## src/rtl/notifier_pkg.sv

```systemverilog
// Shared constants, width helper and event record for the notifier collector.
// Default parameter values live here so the top and FIFO agree on them.
// The event record pairs a channel index with its detection timestamp.
package notifier_pkg;

  localparam int NUM_CH_DEF       = 2;
  localparam int CNT_W_DEF        = 8;
  localparam int TS_W_DEF         = 16;
  localparam int BLANK_CYCLES_DEF = 21;
  localparam int FIFO_DEPTH_DEF   = 4;

  // Index width for n items, never narrower than one bit.
  function automatic int ch_w(input int n);
    return (n > 1) ? $clog2(n) : 1;
  endfunction

  localparam int NOTIF_CH_W = ch_w(NUM_CH_DEF);

  typedef struct packed {
    logic [NOTIF_CH_W-1:0] ch;
    logic [TS_W_DEF-1:0]   ts;
  } notif_evt_t;

endpackage

```

## src/rtl/notifier_collector_if.sv

```systemverilog
// Violation event stream: channel + timestamp with valid/ready handshake.
// master drives the event, slave (consumer) drives ready.
// Signal names keep the producer-side _o/_i direction suffixes.
interface notifier_collector_if #(
  parameter int CH_W = 1,
  parameter int TS_W = 16
);
  logic            evt_valid_o;
  logic            evt_ready_i;
  logic [CH_W-1:0] evt_ch_o;
  logic [TS_W-1:0] evt_ts_o;

  modport master (output evt_valid_o, output evt_ch_o, output evt_ts_o, input evt_ready_i);
  modport slave  (input evt_valid_o, input evt_ch_o, input evt_ts_o, output evt_ready_i);
endinterface

```

## src/rtl/notif_evt_fifo.sv

```systemverilog
// First-word-fall-through event FIFO with synchronous flush.
// Latency: a push is visible on o_dat/~o_empty after the next clock edge.
// Backpressure: o_full blocks pushes; flush drops contents and wins over push/pop.
module notif_evt_fifo
  import notifier_pkg::*;
#(
  parameter type T     = notif_evt_t,
  parameter int  DEPTH = FIFO_DEPTH_DEF
) (
  input  logic clk,
  input  logic rst,
  input  logic i_flush,
  input  logic i_push,
  input  T     i_dat,
  output logic o_full,
  input  logic i_pop,
  output T     o_dat,
  output logic o_empty
);
  // DEPTH is a power of two so pointers wrap naturally.
  localparam int AW = ch_w(DEPTH);
  localparam int CW = AW + 1;

  T              r_mem [DEPTH];
  logic [AW-1:0] r_wr_ptr;
  logic [AW-1:0] r_rd_ptr;
  logic [CW-1:0] r_cnt;
  logic          w_push;
  logic          w_pop;

  assign w_push  = i_push & ~o_full & ~i_flush;
  assign w_pop   = i_pop & ~o_empty & ~i_flush;
  assign o_full  = (r_cnt == CW'(DEPTH));
  assign o_empty = (r_cnt == '0);
  assign o_dat   = r_mem[r_rd_ptr];

  // Pointer and occupancy bookkeeping; flush empties in one cycle.
  always_ff @(posedge clk or posedge rst) begin
    if (rst) begin
      r_wr_ptr <= '0;
      r_rd_ptr <= '0;
      r_cnt    <= '0;
    end else if (i_flush) begin
      r_wr_ptr <= '0;
      r_rd_ptr <= '0;
      r_cnt    <= '0;
    end else begin
      if (w_push) r_wr_ptr <= r_wr_ptr + AW'(1);
      if (w_pop)  r_rd_ptr <= r_rd_ptr + AW'(1);
      case ({w_push, w_pop})
        2'b10:   r_cnt <= r_cnt + CW'(1);
        2'b01:   r_cnt <= r_cnt - CW'(1);
        default: r_cnt <= r_cnt;
      endcase
    end
  end

  // Storage array; contents need no reset since occupancy gates visibility.
  always_ff @(posedge clk) begin
    if (w_push) r_mem[r_wr_ptr] <= i_dat;
  end

endmodule

```

## src/rtl/notifier_collector.sv

```systemverilog
// Syncs notifier lines, detects toggles, counts violations and queues timestamped events.
// Latency: notifier edge -> count/sticky/pending at 3rd clk edge, evt_valid_o after the 4th.
// Backpressure: full FIFO holds pending bits; a second detection on a pending channel sets overflow_o.
module notifier_collector
  import notifier_pkg::*;
#(
  parameter int NUM_CH       = NUM_CH_DEF,
  parameter int CNT_W        = CNT_W_DEF,
  parameter int TS_W         = TS_W_DEF,
  parameter int BLANK_CYCLES = BLANK_CYCLES_DEF,
  parameter int FIFO_DEPTH   = FIFO_DEPTH_DEF
) (
  input  logic                    clk,
  input  logic                    rst,
  input  logic [NUM_CH-1:0]       notifier_i,
  input  logic                    enable_i,
  input  logic                    clear_i,
  notifier_collector_if.master    evt_if,
  output logic [NUM_CH*CNT_W-1:0] viol_cnt_o,
  output logic [NUM_CH-1:0]       sticky_o,
  output logic                    overflow_o,
  output logic                    blanking_o
);
  localparam int CH_W  = ch_w(NUM_CH);
  localparam int BLK_W = ch_w(BLANK_CYCLES + 1);
  localparam logic [CNT_W-1:0] CNT_MAX = '1;

  // Event record sized from this instance's parameters.
  typedef struct packed {
    logic [CH_W-1:0] ch;
    logic [TS_W-1:0] ts;
  } evt_t;

  logic [NUM_CH-1:0] r_s1;
  logic [NUM_CH-1:0] r_s2;
  logic [NUM_CH-1:0] r_prev;
  logic [NUM_CH-1:0] r_pend;
  logic [NUM_CH-1:0] r_sticky;
  logic [CNT_W-1:0]  r_cnt     [NUM_CH];
  logic [TS_W-1:0]   r_pend_ts [NUM_CH];
  logic [TS_W-1:0]   r_ts;
  logic [BLK_W-1:0]  r_blank;
  logic              r_ovf;

  logic [NUM_CH-1:0] w_det;
  logic [NUM_CH-1:0] w_qdet;
  logic [NUM_CH-1:0] w_gnt;
  logic              w_qual;
  logic              w_gnt_vld;
  logic              w_push;
  logic              w_full;
  logic              w_empty;
  evt_t              w_push_dat;
  evt_t              w_head;

  // prev tracks s2 unconditionally, so a toggle masked now never shows up later.
  assign w_det      = r_s2 ^ r_prev;
  assign w_qual     = enable_i & ~clear_i & ~blanking_o;
  assign w_qdet     = w_det & {NUM_CH{w_qual}};
  assign blanking_o = (r_blank != '0);
  assign sticky_o   = r_sticky;
  assign overflow_o = r_ovf;

  // Two-flop synchronizer plus previous-value register per channel.
  always_ff @(posedge clk or posedge rst) begin
    if (rst) begin
      r_s1   <= '0;
      r_s2   <= '0;
      r_prev <= '0;
    end else begin
      r_s1   <= notifier_i;
      r_s2   <= r_s1;
      r_prev <= r_s2;
    end
  end

  // Free-running timestamp and post-reset blanking countdown; clear leaves both alone.
  always_ff @(posedge clk or posedge rst) begin
    if (rst) begin
      r_ts    <= '0;
      r_blank <= BLK_W'(BLANK_CYCLES);
    end else begin
      r_ts <= r_ts + TS_W'(1);
      if (r_blank != '0) r_blank <= r_blank - BLK_W'(1);
    end
  end

  // Fixed-priority grant: lowest pending channel moves to the FIFO when there is room.
  always_comb begin
    w_gnt_vld  = 1'b0;
    w_gnt      = '0;
    w_push_dat = '0;
    for (int c = NUM_CH - 1; c >= 0; c--) begin
      if (r_pend[c]) begin
        w_gnt_vld     = 1'b1;
        w_gnt         = '0;
        w_gnt[c]      = 1'b1;
        w_push_dat.ch = CH_W'(c);
        w_push_dat.ts = r_pend_ts[c];
      end
    end
    w_push = w_gnt_vld & ~w_full & ~clear_i;
    if (!w_push) w_gnt = '0;
  end

  // Counters, sticky flags, pending slots and overflow; clear beats same-cycle detections.
  always_ff @(posedge clk or posedge rst) begin
    if (rst) begin
      r_pend   <= '0;
      r_sticky <= '0;
      r_ovf    <= 1'b0;
      for (int c = 0; c < NUM_CH; c++) begin
        r_cnt[c]     <= '0;
        r_pend_ts[c] <= '0;
      end
    end else if (clear_i) begin
      r_pend   <= '0;
      r_sticky <= '0;
      r_ovf    <= 1'b0;
      for (int c = 0; c < NUM_CH; c++) r_cnt[c] <= '0;
    end else begin
      for (int c = 0; c < NUM_CH; c++) begin
        if (w_qdet[c]) begin
          r_sticky[c] <= 1'b1;
          if (r_cnt[c] != CNT_MAX) r_cnt[c] <= r_cnt[c] + CNT_W'(1);
        end
        // A detection on an occupied slot is counted but not queued (overflow below).
        if (w_qdet[c] && !r_pend[c]) begin
          r_pend[c]    <= 1'b1;
          r_pend_ts[c] <= r_ts;
        end else if (w_gnt[c]) begin
          r_pend[c] <= 1'b0;
        end
      end
      if (|(w_qdet & r_pend)) r_ovf <= 1'b1;
    end
  end

  // Pack per-channel counters, channel 0 in the LSBs.
  always_comb begin
    viol_cnt_o = '0;
    for (int c = 0; c < NUM_CH; c++) viol_cnt_o[c*CNT_W +: CNT_W] = r_cnt[c];
  end

  notif_evt_fifo #(
    .T     (evt_t),
    .DEPTH (FIFO_DEPTH)
  ) u_fifo (
    .clk     (clk),
    .rst     (rst),
    .i_flush (clear_i),
    .i_push  (w_push),
    .i_dat   (w_push_dat),
    .o_full  (w_full),
    .i_pop   (evt_if.evt_ready_i),
    .o_dat   (w_head),
    .o_empty (w_empty)
  );

  assign evt_if.evt_valid_o = ~w_empty;
  assign evt_if.evt_ch_o    = w_head.ch;
  assign evt_if.evt_ts_o    = w_head.ts;

endmodule
```

## src/flat_wrapper.sv

```systemverilog
// flat-port wrapper written by rule: the top's interface ports become plain ports
module notifier_collector_flat import notifier_pkg::*;
#(
  parameter int NUM_CH       = NUM_CH_DEF,
  parameter int CNT_W        = CNT_W_DEF,
  parameter int TS_W         = TS_W_DEF,
  parameter int BLANK_CYCLES = BLANK_CYCLES_DEF,
  parameter int FIFO_DEPTH   = FIFO_DEPTH_DEF
)
  (clk, rst, notifier_i, enable_i, clear_i, viol_cnt_o, sticky_o, overflow_o, blanking_o, evt_if_evt_valid_o, evt_if_evt_ch_o, evt_if_evt_ts_o, evt_if_evt_ready_i);
  notifier_collector_if #(.TS_W(TS_W)) evt_if_i ();
  input  logic clk;
  input  logic rst;
  input  logic [NUM_CH-1:0] notifier_i;
  input  logic enable_i;
  input  logic clear_i;
  output logic [NUM_CH*CNT_W-1:0] viol_cnt_o;
  output logic [NUM_CH-1:0] sticky_o;
  output logic overflow_o;
  output logic blanking_o;
  output wire logic [$bits(evt_if_i.evt_valid_o)-1:0] evt_if_evt_valid_o;
  output wire logic [$bits(evt_if_i.evt_ch_o)-1:0] evt_if_evt_ch_o;
  output wire logic [$bits(evt_if_i.evt_ts_o)-1:0] evt_if_evt_ts_o;
  input wire logic [$bits(evt_if_i.evt_ready_i)-1:0] evt_if_evt_ready_i;
  assign evt_if_evt_valid_o = evt_if_i.evt_valid_o;
  assign evt_if_evt_ch_o = evt_if_i.evt_ch_o;
  assign evt_if_evt_ts_o = evt_if_i.evt_ts_o;
  assign evt_if_i.evt_ready_i = evt_if_evt_ready_i;
  notifier_collector #(.NUM_CH(NUM_CH), .CNT_W(CNT_W), .TS_W(TS_W), .BLANK_CYCLES(BLANK_CYCLES), .FIFO_DEPTH(FIFO_DEPTH)) u_core (.clk(clk), .rst(rst), .notifier_i(notifier_i), .enable_i(enable_i), .clear_i(clear_i), .evt_if(evt_if_i), .viol_cnt_o(viol_cnt_o), .sticky_o(sticky_o), .overflow_o(overflow_o), .blanking_o(blanking_o));
endmodule
```

## config.mk

```make
export PLATFORM = sky130hd
export DESIGN_NAME = notifier_collector_flat
export DESIGN_NICKNAME = d
export VERILOG_FILES = /design/src/rtl/notifier_pkg.sv /design/src/rtl/notifier_collector_if.sv /design/src/rtl/notif_evt_fifo.sv /design/src/rtl/notifier_collector.sv /design/src/flat_wrapper.sv
export SDC_FILE = /design/constraint.sdc
export NUM_CORES = 1
export LEC_CHECK = 0
export CAP_MARGIN = 30
export CORE_UTILIZATION = 55
export CTS_BUF_LIST = sky130_fd_sc_hd__clkbuf_2
export DETAILED_ROUTE_END_ITERATION = 12
export PLACE_DENSITY = 0.87
export SLEW_MARGIN = 0
export SYNTH_ARGS = -nofsm -noshare
export SYNTH_HDL_FRONTEND = slang
export SYNTH_SLANG_ARGS = --single-unit
```

## constraint.sdc

```tcl
create_clock -name clk -period 2.68 [get_ports clk]
set_clock_uncertainty 0.1 [all_clocks]
set_input_delay 0.268 -clock clk [delete_from_list [all_inputs] [get_ports clk]]
set_output_delay 0.268 -clock clk [all_outputs]
set_load 0.1 [all_outputs]
```

==> results of run 1 <==
## repair_timing
| action | 4_1_cts | 5_1_grt |
|---|---|---|
| endpoints found under the hold margin | 35 | 0 |
| setup endpoints to repair | 18 | 17 |
| hold buffers | 3 | 0 |
| resized for setup | 1 | 2 |
| setup buffers | 1 | 0 |
## sequential cells by signal (all words and copies together) (netlist names)
signal                  cells
u_core.r_blank              5
u_core.u_fifo.r_rd_ptr      2
u_core.r_s2                 2
u_core.r_prev               2
u_core.r_pend               2
u_core.overflow_o           1
u_core.u_fifo.r_cnt         3
u_core.r_pend_ts           32
u_core.r_s1                 2
u_core.u_fifo.r_wr_ptr      2
u_core.r_ts                16
u_core.viol_cnt_o          16
u_core.sticky_o             2
u_core.u_fifo.r_mem        68
## layer usage
metal / global-route usage / vias up / wire length, microns
li1: - / 1739 / -
met1: 0.2605 / 1956 / 4826
met2: 0.3586 / 93 / 6450
met3: 0.04940 / 21 / 423
met4: 0.08889 / 0 / 235
met5: 0 / - / 0
## worst min-delay path: cells and delay by family
| family | cells | cell delay, ns |
|---|---|---|
| AOI/OAI and AO/OA | 1 | 0.05 |
| buffers and inverters | 2 | 0.70 |
## power groups by stage
stage	Sequential [uW]	Combinational [uW]	Clock, uW
after floorplan	2730	1320	0
after global placement	2700	1890	0
after detailed placement	2720	1910	0
after CTS	2670	1930	1150
after global routing	2690	2000	1250
final	2680	1930	1120
## cells by family after synthesis
group / share of synthesized area
xor gates and xnor gates: 0.02979
AOI/OAI and AO/OA: 0.06268
and+or+nand+nor: 0.08319
buffers and inverters: 0.02244
DFF: 0.6529
muxes: 0.1285
adders and majority gates: 0.02051
## final cells by class
type / count / area (sq um)
Tap cell: 143 / 178.9
Inverter: 12 / 46.29
Sequential cell: 155 / 4223
Fill cell: 749 / 3919
Timing Repair Buffer: 65 / 748.2
Clock buffer: 18 / 90.09
Multi-Input combinational cell: 236 / 2100
Clock inverter: 14 / 113.9
## Yosys cell counts (3+ instances only)
library cell  instances  share of area
dfrtp_1              84           0.33
edfxtp_1             68           0.32
mux2_2               26          0.045
mux4_2               17          0.059
a22o_1               16          0.022
clkbuf_1             16         0.0093
nand2_1              16         0.0093
nor2_1               15         0.0087
nand3_1              13          0.010
xnor2_1              13          0.018
a21oi_1              12         0.0093
inv_1                12         0.0070
ha_1                  9          0.017
mux2_4                9          0.021
xor2_1                9          0.012
and3_1                7         0.0068
nor3_1                6         0.0046
o21ai_0               6         0.0046
and2_1                5         0.0048
nand4_1               5         0.0048
o31ai_1               5         0.0058
o41ai_1               5         0.0068
or3_1                 5         0.0048
or4_1                 5         0.0058
nor2b_1               4         0.0039
o311ai_0              4         0.0054
a21o_1                3         0.0035
and4_1                3         0.0041
dfstp_2               3          0.012
nand3b_1              3         0.0035
## metrics by stage
step | instances | setup slack [ns] | power [uW]
final | 643 | 0.1242 | 5734
after global routing | 643 | 0.01393 | 5944
after CTS | 643 | 0.002279 | 5760
after detailed placement | 607 | 0.2935 | 4635
after global placement | 607 | 0.3881 | 4589
after floorplan | 424 | 0.01962 | 4053
## worst paths after layout
kind,start,endpoint
setup / recovery,u_core.u_fifo.r_rd_ptr[0],evt_if_evt_ts_o[4]
hold / removal,clear_i,u_core.viol_cnt_o[0]
setup reg to reg,u_core.r_blank[1],u_core.r_pend_ts[0]
hold reg to reg,u_core.r_s1[1],u_core.r_s2[1]
max in group asynchronous,rst,u_core.r_pend_ts[14]
min in group asynchronous,rst,u_core.r_blank[1]
==> metrics.yaml, run 1 <==
ys_ff_latch: 155
cp.depth: 3
synth_edf_count: 68
grt_use_total: 0.2112
slew_headroom: 0.5608
viasPerCell: 5.924
drtIter0Drc: 244
cp_common_cell: "buf_12"
worst_path_max_delay_cell: "mux4_2"
ys_warn_count: 0
critPathLaunchType: "flop"
report.final.slew_viol_count: 0
wl_per_cell_microns: 18.56
cts.path.max_buffers: 2
power_frac_clock: 0.196
hold_ws_ns: 0.1861
area.growth.synth_to_final_pct: 15.96
place_congestion: 0.8347
async_flop_share: 0.5613
portBuffers: 44
first_pass_iters: 4
critPathTopFamily: "multiplexers"
final_nets: 504
die_area_sq_um: 12200
status: "finished, final reports clean"
rsz0062_at_grt: "no"
fin_util: 0.6568
setup-violations-final: 0
syn_inst: 424
p_int_uw: 3573
antennaDiodeCount: 0
core_area_sq_um: 11420
hpwl_mm: 8.033
power.switching_uw: 2162
place_area_sq_um: 7246
syn_area_per_cell_sq_um: 15.25
maxCapViolCount: 0
cts_inserted_buffers: 17
cp-end-kind: "output pin"
postRouteWirelength_mm: 11.94
final_common_cell: "dfrtp_1"
grt.overflow.total: 0
synth_cell_type_count: 46
worstSkewPairLatency_ns: 0.73
antenna_found_initial: 0
holdPathStages: 3
crit_chain: "buf_12, mux4_2, buf_12"
fin_crit_sh: 0.9537
crit_buf_inv: 2
critPathMaxStageDelay_ns: 0.58
drc: 0
finalCriticalPeriod_ns: 2.556
rows: 39
tightest_slew_ns: 0.6527
ys.flop_type: "dfrtp_1"
crit_type: "flop to output pin"
cts_tree: "built"
yosysSeqAreaShare: 0.6529
initial_utilization: 0.5664
finalSetupTns_ns: 0
ff2ff_path_depth: 9
clk_root_buffer_cell: "clkbuf_2"
cp_max_fo: 17
seq_power_share: 0.467
p_per_area_nw_per_um2: 764.6
grt_pass1_wl_mm: 19.92
netlist_area_sq_um: 6467
clk_pin_slew_ns: 0.24
final_cell_area_sq_um: 7500
htree_levels: 4
p_sw_frac: 0.3770
fmax_mhz: 391.3
drive_above_1_share: 0.2960
grt_max_degree: 39
vias: 3809
num_io_pins: 45
final_cell_mix: "dfrtp_1, edfxtp_1, buf_4, mux2_2, buf_12"
hold_violations: 0
crit_required_ns: 2.31
die_h_microns: 110.4
pwr-share-comb: 0.337
arrival_ns: 2.19
rrSetupSlack_ns: 0.30
drtAntennaViolNets: 0
grt_pass1_vias: 4002
fp.dieW_microns: 110.4
syn_nets: 441
hold_class: "input port to flop"
p_leak_uw: 0.003146
cts.sink_count: 155
ir_drop_mv: 0.6410
(Power assumes the default switching activity.)
==> run 2, diff against run 1 <==
CORE_MARGIN = 2   (was unset)
==> metrics.yaml, run 2 (synthesis results as in run 1) <==
tightest_slew_ns: 0.6950  # +0.04227 ns
fin_ws_ns: 0.1300  # +0.005812 ns
cts_tree: "built"
grt_max_degree: 49  # +26%
antennaDiodeCount: 0  # unchanged
hold_violations: 0  # unchanged
critPathTopFamily: "multiplexers"
final_common_cell: "dfrtp_1"
drive_above_1_share: 0.2980  # +0.002000
reg.largest.list: "u_core.u_fifo.r_mem (68), u_core.r_pend_ts (32)"
drtAntennaViolNets: 0  # unchanged
grt.overflow.total: 0  # unchanged
drc: 0  # unchanged
maxCapViolCount: 0  # unchanged
vias: 3808  # -0.026%
clk_root_buffer_cell: "clkbuf_2"
hold_class: "input port to flop"
finalCriticalPeriod_ns: 2.550  # -0.005812 ns
viasPerCell: 5.922  # about the same
fin_crit_sh: 0.9515  # -0.002169
cp_common_cell: "buf_12"
num_io_pins: 45  # unchanged
rows: 39  # unchanged
fmax_mhz: 392.2  # +0.23%
slew_headroom: 0.5324  # -0.02844
place_ws_ns: 0.2635  # -0.02996 ns
die_area_sq_um: 12640  # +3.7%
hpwl_mm: 8.236  # +2.5%
arrival_ns: 2.18  # about the same
critPathMaxStageDelay_ns: 0.57  # about the same
crit_required_ns: 2.31  # about the same
crit_buf_inv: 2  # unchanged
antenna_found_initial: 0  # unchanged
rsz0062_at_grt: "no"
postRouteWirelength_mm: 12.38  # +3.8%
largest_reg_flops: 68  # unchanged
grt_pass1_wl_mm: 20.50  # +2.9%
initial_utilization: 0.5640  # -0.002410
place_congestion: 0.8119  # -2.7%
die_h_microns: 112.4  # +1.8%
report.final.slew_viol_count: 0  # unchanged
p_per_area_nw_per_um2: 789.6  # +3.3%
first_pass_iters: 4  # unchanged
cts.sink_count: 155  # unchanged
finalSetupTns_ns: 0  # unchanged
core_area_sq_um: 11470  # +0.43%
grt_use_total: 0.2105  # -0.0007881
drtIter0Drc: 307  # +26%
wl_per_cell_microns: 19.26  # +3.8%
top_register: "u_core.u_fifo.r_mem"
cts.path.max_buffers: 2  # unchanged
crit_type: "flop to output pin"
final_cell_mix: "dfrtp_1, edfxtp_1, buf_4, mux2_2, buf_12"
cp_max_fo: 17  # unchanged
clk_pin_slew_ns: 0.23  # about the same
worst_path_max_delay_cell: "mux4_2"
crit_chain: "buf_12, mux4_2, buf_12"
grt_pass1_vias: 3980  # -0.55%
portBuffers: 44  # unchanged
setup-violations-final: 0  # unchanged
final_nets: 504  # unchanged
htree_levels: 4  # unchanged
critPathLaunchType: "flop"
worstSkewPairLatency_ns: 0.75  # +0.02 ns
fp.dieW_microns: 112.4  # +1.8%
hold_ws_ns: 0.2198  # +0.03368 ns
ir_drop_mv: 0.7537  # +18%
area.growth.synth_to_final_pct: 17.04
p_leak_uw: 0.003181  # +1.1%
cp-end-kind: "output pin"
cts_inserted_buffers: 17  # unchanged
status: "finished, final reports clean"
## run 2: cell count changes in the layout (fill, tap and decap cells not counted)
cell        delta
clkinv_4       -1
inv_2          +2
clkinv_2       +1
inv_6          -1
inv_8          -1
buf_4          -1
bufinv_16      +3
inv_1          -1
clkinvlp_2     -1
buf_12         +1
clkinvlp_4     -1
## run 2: final timing paths
kind                                           start                     end  slack [ns]  cells past startpoint
hold reg to reg                       u_core.r_s1[1]          u_core.r_s2[1]        0.27                      0
hold / removal                               clear_i       u_core.overflow_o        0.22                      3
setup reg to reg              u_core.u_fifo.r_cnt[1]  u_core.u_fifo.r_cnt[2]        0.18                      7
min in group asynchronous                        rst  u_core.u_fifo.r_cnt[0]        0.36                      3
max in group asynchronous                        rst    u_core.r_pend_ts[13]        1.46                      4
setup / recovery           u_core.u_fifo.r_rd_ptr[0]     evt_if_evt_ts_o[15]        0.13                      3
## run 2: cell type report
| cell class | instances | area, sq um |
|---|---|---|
| clock buffer | 18 | 90.09 |
| sequential | 155 | 4223 |
| tap | 143 | 178.9 |
| clock inverter | 14 | 171.4 |
| timing repair buffer | 65 | 760.7 |
| inverter | 12 | 46.29 |
| multi-input combinational | 236 | 2100 |
| fill | 750 | 3897 |
## run 2: metrics by stage
stage	std cells	power [uW]	utilization	instance area (sq um)
after floorplan	424	4053	-	6469
after global placement	607	4591	0.6319	7246
after detailed placement	607	4645	0.6319	7246
after CTS	642	6001	0.6579	7545
after global routing	643	6176	0.6601	7570
final	643	5977	0.6601	7570
## run 2: metal layers
layer | GRT usage | wire length [microns]
met1 | 0.2690 | 5161
met2 | 0.3470 | 6342
met3 | 0.04320 | 578
met4 | 0.1024 | 301
met5 | 0 | 0
## run 2: what timing repair did
action                                 in CTS  in global routing
cloned                                      0                  0
setup buffers                               0                  1
hold buffers                                3                  0
gates resized for setup                     2                  5
endpoints found under the hold margin      38                  0
setup endpoints to repair                  18                 18
## run 2: tightest hold or removal path, delay by kind of cell
kind                   cells  cell delay (ns)
buffers and inverters      2             0.73
AND/OR/NAND/NOR            1             0.06
## run 2: power breakdown
group	switching [uW]	total, uW	internal (uW)
logic	1220	1930	714
clock network	834	1360	530
registers	84.4	2680	2590
total	2140	5980	3840
==> run 3, diff against run 2 <==
--- a/constraint.sdc
+++ b/constraint.sdc
@@ -3,3 +3,3 @@
 set_input_delay 0.268 -clock clk [delete_from_list [all_inputs] [get_ports clk]]
 set_output_delay 0.268 -clock clk [all_outputs]
-set_load 0.1 [all_outputs]
+set_load 0.005 [all_outputs]
==> metrics.yaml, run 3 (synthesis results as in run 1) <==
status: "finished, final reports clean"
worstSkewPairLatency_ns: 0.70  # -0.05 ns
grt-busiest-layer: "met2"
crit_type: "flop to output pin"
rrSetupSlack_ns: 0.33  # +0.15 ns
first_pass_iters: 4  # unchanged
top_register: "u_core.u_fifo.r_mem"
portBuffers: 44  # unchanged
critPathLaunchType: "flop"
initial_utilization: 0.5640  # unchanged
use_met1: 0.2584  # -0.01065
clk_pin_slew_ns: 0.21  # -0.02 ns
rows: 39  # unchanged
crit_required_ns: 2.31  # about the same
final_nets: 505  # +0.20%
tightest_slew_ns: 0.7277  # +0.03273 ns
grt_use_met3: 0.04644  # +0.003240
cts_inserted_buffers: 17  # unchanged
maxCapViolCount: 0  # unchanged
p_sw_frac: 0.2699  # -0.08795
reg.largest.list: "u_core.u_fifo.r_mem (68), u_core.r_pend_ts (32)"
die_area_sq_um: 12640  # unchanged
min_from: "clear_i"
area.growth.synth_to_final_pct: 14.66
pwr-share-comb: 0.178  # -0.146
holdPathStages: 3  # unchanged
use_met2: 0.3410  # -0.006024
arrival_ns: 2.18  # about the same
ff2ff_path_depth: 7  # unchanged
largest_reg_flops: 68  # unchanged
antenna_found_initial: 1  # +1
ir_drop_mv: 0.3996  # -47%
p_int_uw: 3531  # -8.0%
cts.sink_count: 155  # unchanged
fmax_mhz: 393.1  # +0.25%
cp_max_fo: 17  # unchanged
seq_power_share: 0.552  # +0.104
p_leak_uw: 0.003073  # -3.4%
reg2reg_from: "u_core.u_fifo.r_cnt[1]"
grt.overflow.total: 0  # unchanged
final_cell_area_sq_um: 7416  # -2.0%
num_io_pins: 45  # unchanged
report.final.slew_viol_count: 0  # unchanged
fp.dieW_microns: 112.4  # unchanged
place_area_sq_um: 7141  # -1.5%
drtIter0Drc: 269  # -12%
drtAntennaViolNets: 0  # unchanged
vias: 3826  # +0.47%
clk_root_buffer_cell: "clkbuf_2"
p_per_area_nw_per_um2: 652.2  # -17%
slew_headroom: 0.5104  # -0.02202
critPathMaxStageDelay_ns: 0.55  # -0.02 ns
grt_pass1_wl_mm: 19.67  # -4.1%
core_area_sq_um: 11470  # unchanged
power_frac_clock: 0.270  # +0.042
grt_pass1_vias: 3860  # -3.0%
finalSetupTns_ns: 0  # unchanged
grt_use_total: 0.2014  # -0.009061
power.switching_uw: 1305  # -39%
hpwl_mm: 7.949  # -3.5%
viasPerCell: 5.932  # +0.16%
finalCriticalPeriod_ns: 2.544  # -0.006312 ns
setup-violations-final: 0  # unchanged
postRouteWirelength_mm: 11.92  # -3.7%
cp-end-kind: "output pin"
worstReg2RegEnd: "u_core.u_fifo.r_cnt[2]"
die_h_microns: 112.4  # unchanged
wl_per_cell_microns: 18.49  # -4.0%
cts_tree: "built"
htree_levels: 4  # unchanged
final_cell_mix: "dfrtp_1, edfxtp_1, mux2_2, clkdlybuf4s50_1"
cts.path.max_buffers: 2  # unchanged
worst_hold_path.endpoint: "u_core.viol_cnt_o[7]"
hold_class: "input port to flop"
worst_path_max_delay_cell: "mux4_2"
fin_crit_sh: 0.9491  # -0.002355
place_congestion: 0.8157  # +0.47%
crit_chain: "buf_12, mux4_2, dlygate4sd2_1"
drc: 0  # unchanged
drive_above_1_share: 0.2216  # -0.07644
total_power_uw: 4836  # -19%
rsz0062_at_grt: "no"
final_common_cell: "dfrtp_1"
hold_violations: 0  # unchanged
grt_max_degree: 43  # -12%
[run 3: cell types whose count changed in the layout (fill, tap and decap cells not counted), moves of 2 or more]
cell / change
clkdlybuf4s50_1: +20
buf_4: -19
buf_12: -18
dlygate4sd2_1: +18
inv_2: -2
inv_4: +2
inv_8: +2
[run 3: critical path, delay by kind of cell (launching register included)]
kind | cells | cell delay, ns
muxes | 1 | 0.55
DFF | 1 | 0.44
buffers and inverters | 2 | 0.49
[run 3: stage by stage]
stage | util | setup WS (ns) | hold slack (ns) | std cells
after floorplan | - | 0.06676 | 0.1994 | 424
after global placement | 0.6227 | 0.3836 | 0.2369 | 607
after detailed placement | 0.6227 | 0.3078 | 0.2347 | 607
after CTS | 0.6465 | 0.08940 | 0.1790 | 644
after global routing | 0.6467 | 0.02860 | 0.2052 | 645
final | 0.6467 | 0.1363 | 0.2317 | 645
[run 3: worst max-delay path by stage]
stage	startpoint	slack (ns)	end	depth (start not counted)
floorplan	rst	0.07	u_core.overflow_o	1
global placement	clear_i	0.38	u_core.u_fifo.r_cnt[2]	7
detailed placement	u_core.r_blank[1]	0.31	u_core.r_pend_ts[7]	8
CTS	u_core.u_fifo.r_rd_ptr[0]	0.09	evt_if_evt_ts_o[15]	3
global route	u_core.u_fifo.r_rd_ptr[0]	0.03	evt_if_evt_ts_o[15]	3
finish	u_core.u_fifo.r_rd_ptr[0]	0.14	evt_if_evt_ts_o[8]	3
[run 3: what timing repair did]
item | CTS | global route
hold buffers | 3 | 0
setup endpoints to repair | 18 | 0
hold endpoints to repair | 58 | 0
buffers inserted | 2 | 0
gates resized for setup | 18 | 0
[run 3: power groups by stage]
stage	registers, uW	logic (uW)	clock network (uW)
6_report	2670	859	1310
5_1_grt	2690	927	1440
4_1_cts	2670	875	1330
3_5_place_dp	2720	911	0
3_3_place_gp	2710	882	0
2_1_floorplan	2690	558	0
[run 3: cell type report]
cell class,count,area (sq um)
multi-input cells,236,2100
clock inverters,14,160.2
clock buffers,18,90.09
inverters,12,46.29
flip-flops and latches,155,4223
well taps,143,178.9
repair buffers,66,615.6
diodes,1,2.502
fillers,780,4051
[run 3: layer usage]
metal / part of all wire / vias up
met5: 0 / -
met4: 0.016 / 0
met3: 0.047 / 15
met2: 0.52 / 115
met1: 0.42 / 1959
li1: - / 1737
==> RTL edit: new RTL, settings of run 1 <==
Change the package constant `FIFO_DEPTH_DEF` from 4 to 2.
--- a/src/rtl/notifier_pkg.sv
+++ b/src/rtl/notifier_pkg.sv
@@ -7,7 +7,7 @@
   localparam int CNT_W_DEF        = 8;
   localparam int TS_W_DEF         = 16;
   localparam int BLANK_CYCLES_DEF = 21;
-  localparam int FIFO_DEPTH_DEF   = 4;
+  localparam int FIFO_DEPTH_DEF   = 2;
 
   // Index width for n items, never narrower than one bit.
   function automatic int ch_w(input int n);
Check against the original RTL: no difference found for any inputs over 10 cycles, from zero or initial values and one cycle with rst high; that may be too few to reach the edited logic, so the function may still have changed.
==> RTL edit against run 1 <==
Count of clock-buffer cells in the layout shrank 1; worst setup slack better by 39 ps; wire length shrank 25%; sequential cell count is 37 lower; synthesized area decreased by 23%; final area down 23%; synthesized cell count down 15%; sequential share of layout area shrank 2.4 points; utilization up 0.82 points; critical path depth is 5 higher; critical path type is now flop to flop.
Power is not compared: it rests on default switching activity, and its combinational part moved more than twofold at a synthesized area within 25%.
==> RTL edit: results <==
{
  "synthTopCellsByArea": "dfrtp_1 (41%), edfxtp_1 (21%), mux2_2 (9.5%), a22o_1 (2.8%), mux2_4 (2.7%)",
  "r2r-start": "u_core.r_blank[1]$_DFFE_PP0P_",
  "cts_buffer_depth": 2,
  "r2r-end": "u_core.r_pend_ts[22]$_DFFE_PP0P_",
  "dp_hpwl_um": 6040,
  "clkLatencyLatePin_ps": 670,
  "place_area_um2": 5510,
  "p_leak_nw": 2.52,
  "hold_depth": 3,
  "r2r_cells": 8,
  "grt_usage_pct": 20.9,
  "fin_nets": 437,
  "drt_iter0_drc": 175,
  "holdCritStartpoint": "evt_if_evt_ready_i",
  "met1_length_um": 4090,
  "period_minus_slack_ps": 2520,
  "synth.top_cells.by_count": "dfrtp_1 (81), mux2_2 (42), edfxtp_1 (34)",
  "antenna_found_initial": 0,
  "p_clk_w": 0.00119,
  "hold_end": "u_core.u_fifo.r_cnt[0]$_DFFE_PP0P_",
  "cts_buffers": 17,
  "route.vias.total": 3089,
  "met3_usage_pct": 4.39,
  "grt_pass1_vias": 3153,
  "synth-edff-count": 34,
  "p_comb_w": 0.000415,
  "cts-htree-levels": 4,
  "syn_nets": 374,
  "synth.yosys.seq_area_share_pct": 62.8,
  "synth_fa_ha_area_share_pct": 1.26,
  "diodes": 0,
  "synthFlopType": "dfrtp_1",
  "hold_class": "input pin to flop",
  "synth_mux_area_share_pct": 12.4,
  "cts_root_buf": "clkbuf_2",
  "grt_pass1_wl_um": 15500,
  "yosys_warnings": 0,
  "routed-wl-met2_um": 4420,
  "max-cap-violations": 0,
  "layout-drive-gt1-share_pct": 33.1,
  "io_buffers": 44,
  "gr-usage-met1_pct": 28.4,
  "hold_ws_ps": 210,
  "crit_fanout": 17,
  "gp_congestion": 0.798,
  "drt-total-wl_um": 9010,
  "path_clk_slew_ps": 180,
  "grt_start_max_net_pins": 43,
  "synth_xor_area_share_pct": 3.70,
  "grt_use_met2_pct": 32.2,
  "synth_compound_area_share_pct": 7.92,
  "highest_layer": "met4",
  "synthArstFlopShare_pct": 71.2,
  "status": "finished, final reports clean",
  "sw_frac_of_total_pct": 29.8,
  "met3WireLength_um": 333,
  "r2r_slack_ps": 160,
  "slew_headroom_pct": 62.7,
  "biggestRegsByFlops": "u_core.u_fifo.r_mem (34), u_core.r_pend_ts (32)",
  "peakVddDrop_mv": 0.273
}
-- RTL edit: cell types whose count changed after synthesis, sizes merged, moves of 4 or more --
cell	before	now
edfxtp	68	34
mux4	17	0
mux2	35	51
and2	5	0
clkbuf	16	11
ha	9	5
nand2	16	12
nor2	16	20
o21bai	0	4
-- RTL edit: worst max path at each step --
stage	end	slack, ps
floorplan	u_core.r_pend_ts[16]$_DFFE_PP0P_	6
global placement	u_core.viol_cnt_o[14]$_DFFE_PP0P_	200
detailed placement	u_core.viol_cnt_o[14]$_DFFE_PP0P_	80
CTS	evt_if_evt_ts_o[7]	60
global route	u_core.r_pend_ts[22]$_DFFE_PP0P_	70
finish	u_core.r_pend_ts[22]$_DFFE_PP0P_	160
-- RTL edit: critical path, cell delays in order (launching register included) --
cell and delay, ps:
dfrtp_1 430, inv_1 80, ha_1 170, nor4b_4 290, inv_4 80, or3_4 390
or3_1 310, buf_4 230, mux2_4 330
-- RTL edit: through the flow --
| step | setup slack, ps | instances |
|---|---|---|
| floorplan | 6.26 | 362 |
| global placement | 197 | 511 |
| detailed placement | 80.0 | 511 |
| CTS | 59.0 | 546 |
| global route | 65.9 | 546 |
| finish | 164 | 546 |
-- RTL edit: area by class of cell --
| type | instances | area [um^2] |
|---|---|---|
| flip-flops and latches | 118 | 3130 |
| fillers | 598 | 2920 |
| multi-input cells | 218 | 1750 |
| repair buffers | 58 | 483 |
| clock inverters | 15 | 170 |
| well taps | 108 | 135 |
| clock buffers | 17 | 85.1 |
| inverters | 12 | 48.8 |
-- RTL edit: repair_timing --
action	in CTS	in global routing
resized for setup	0	2
setup buffers	0	0
endpoints found under the hold margin	23	0
endpoints found under the setup margin	0	21
hold buffers	3	0
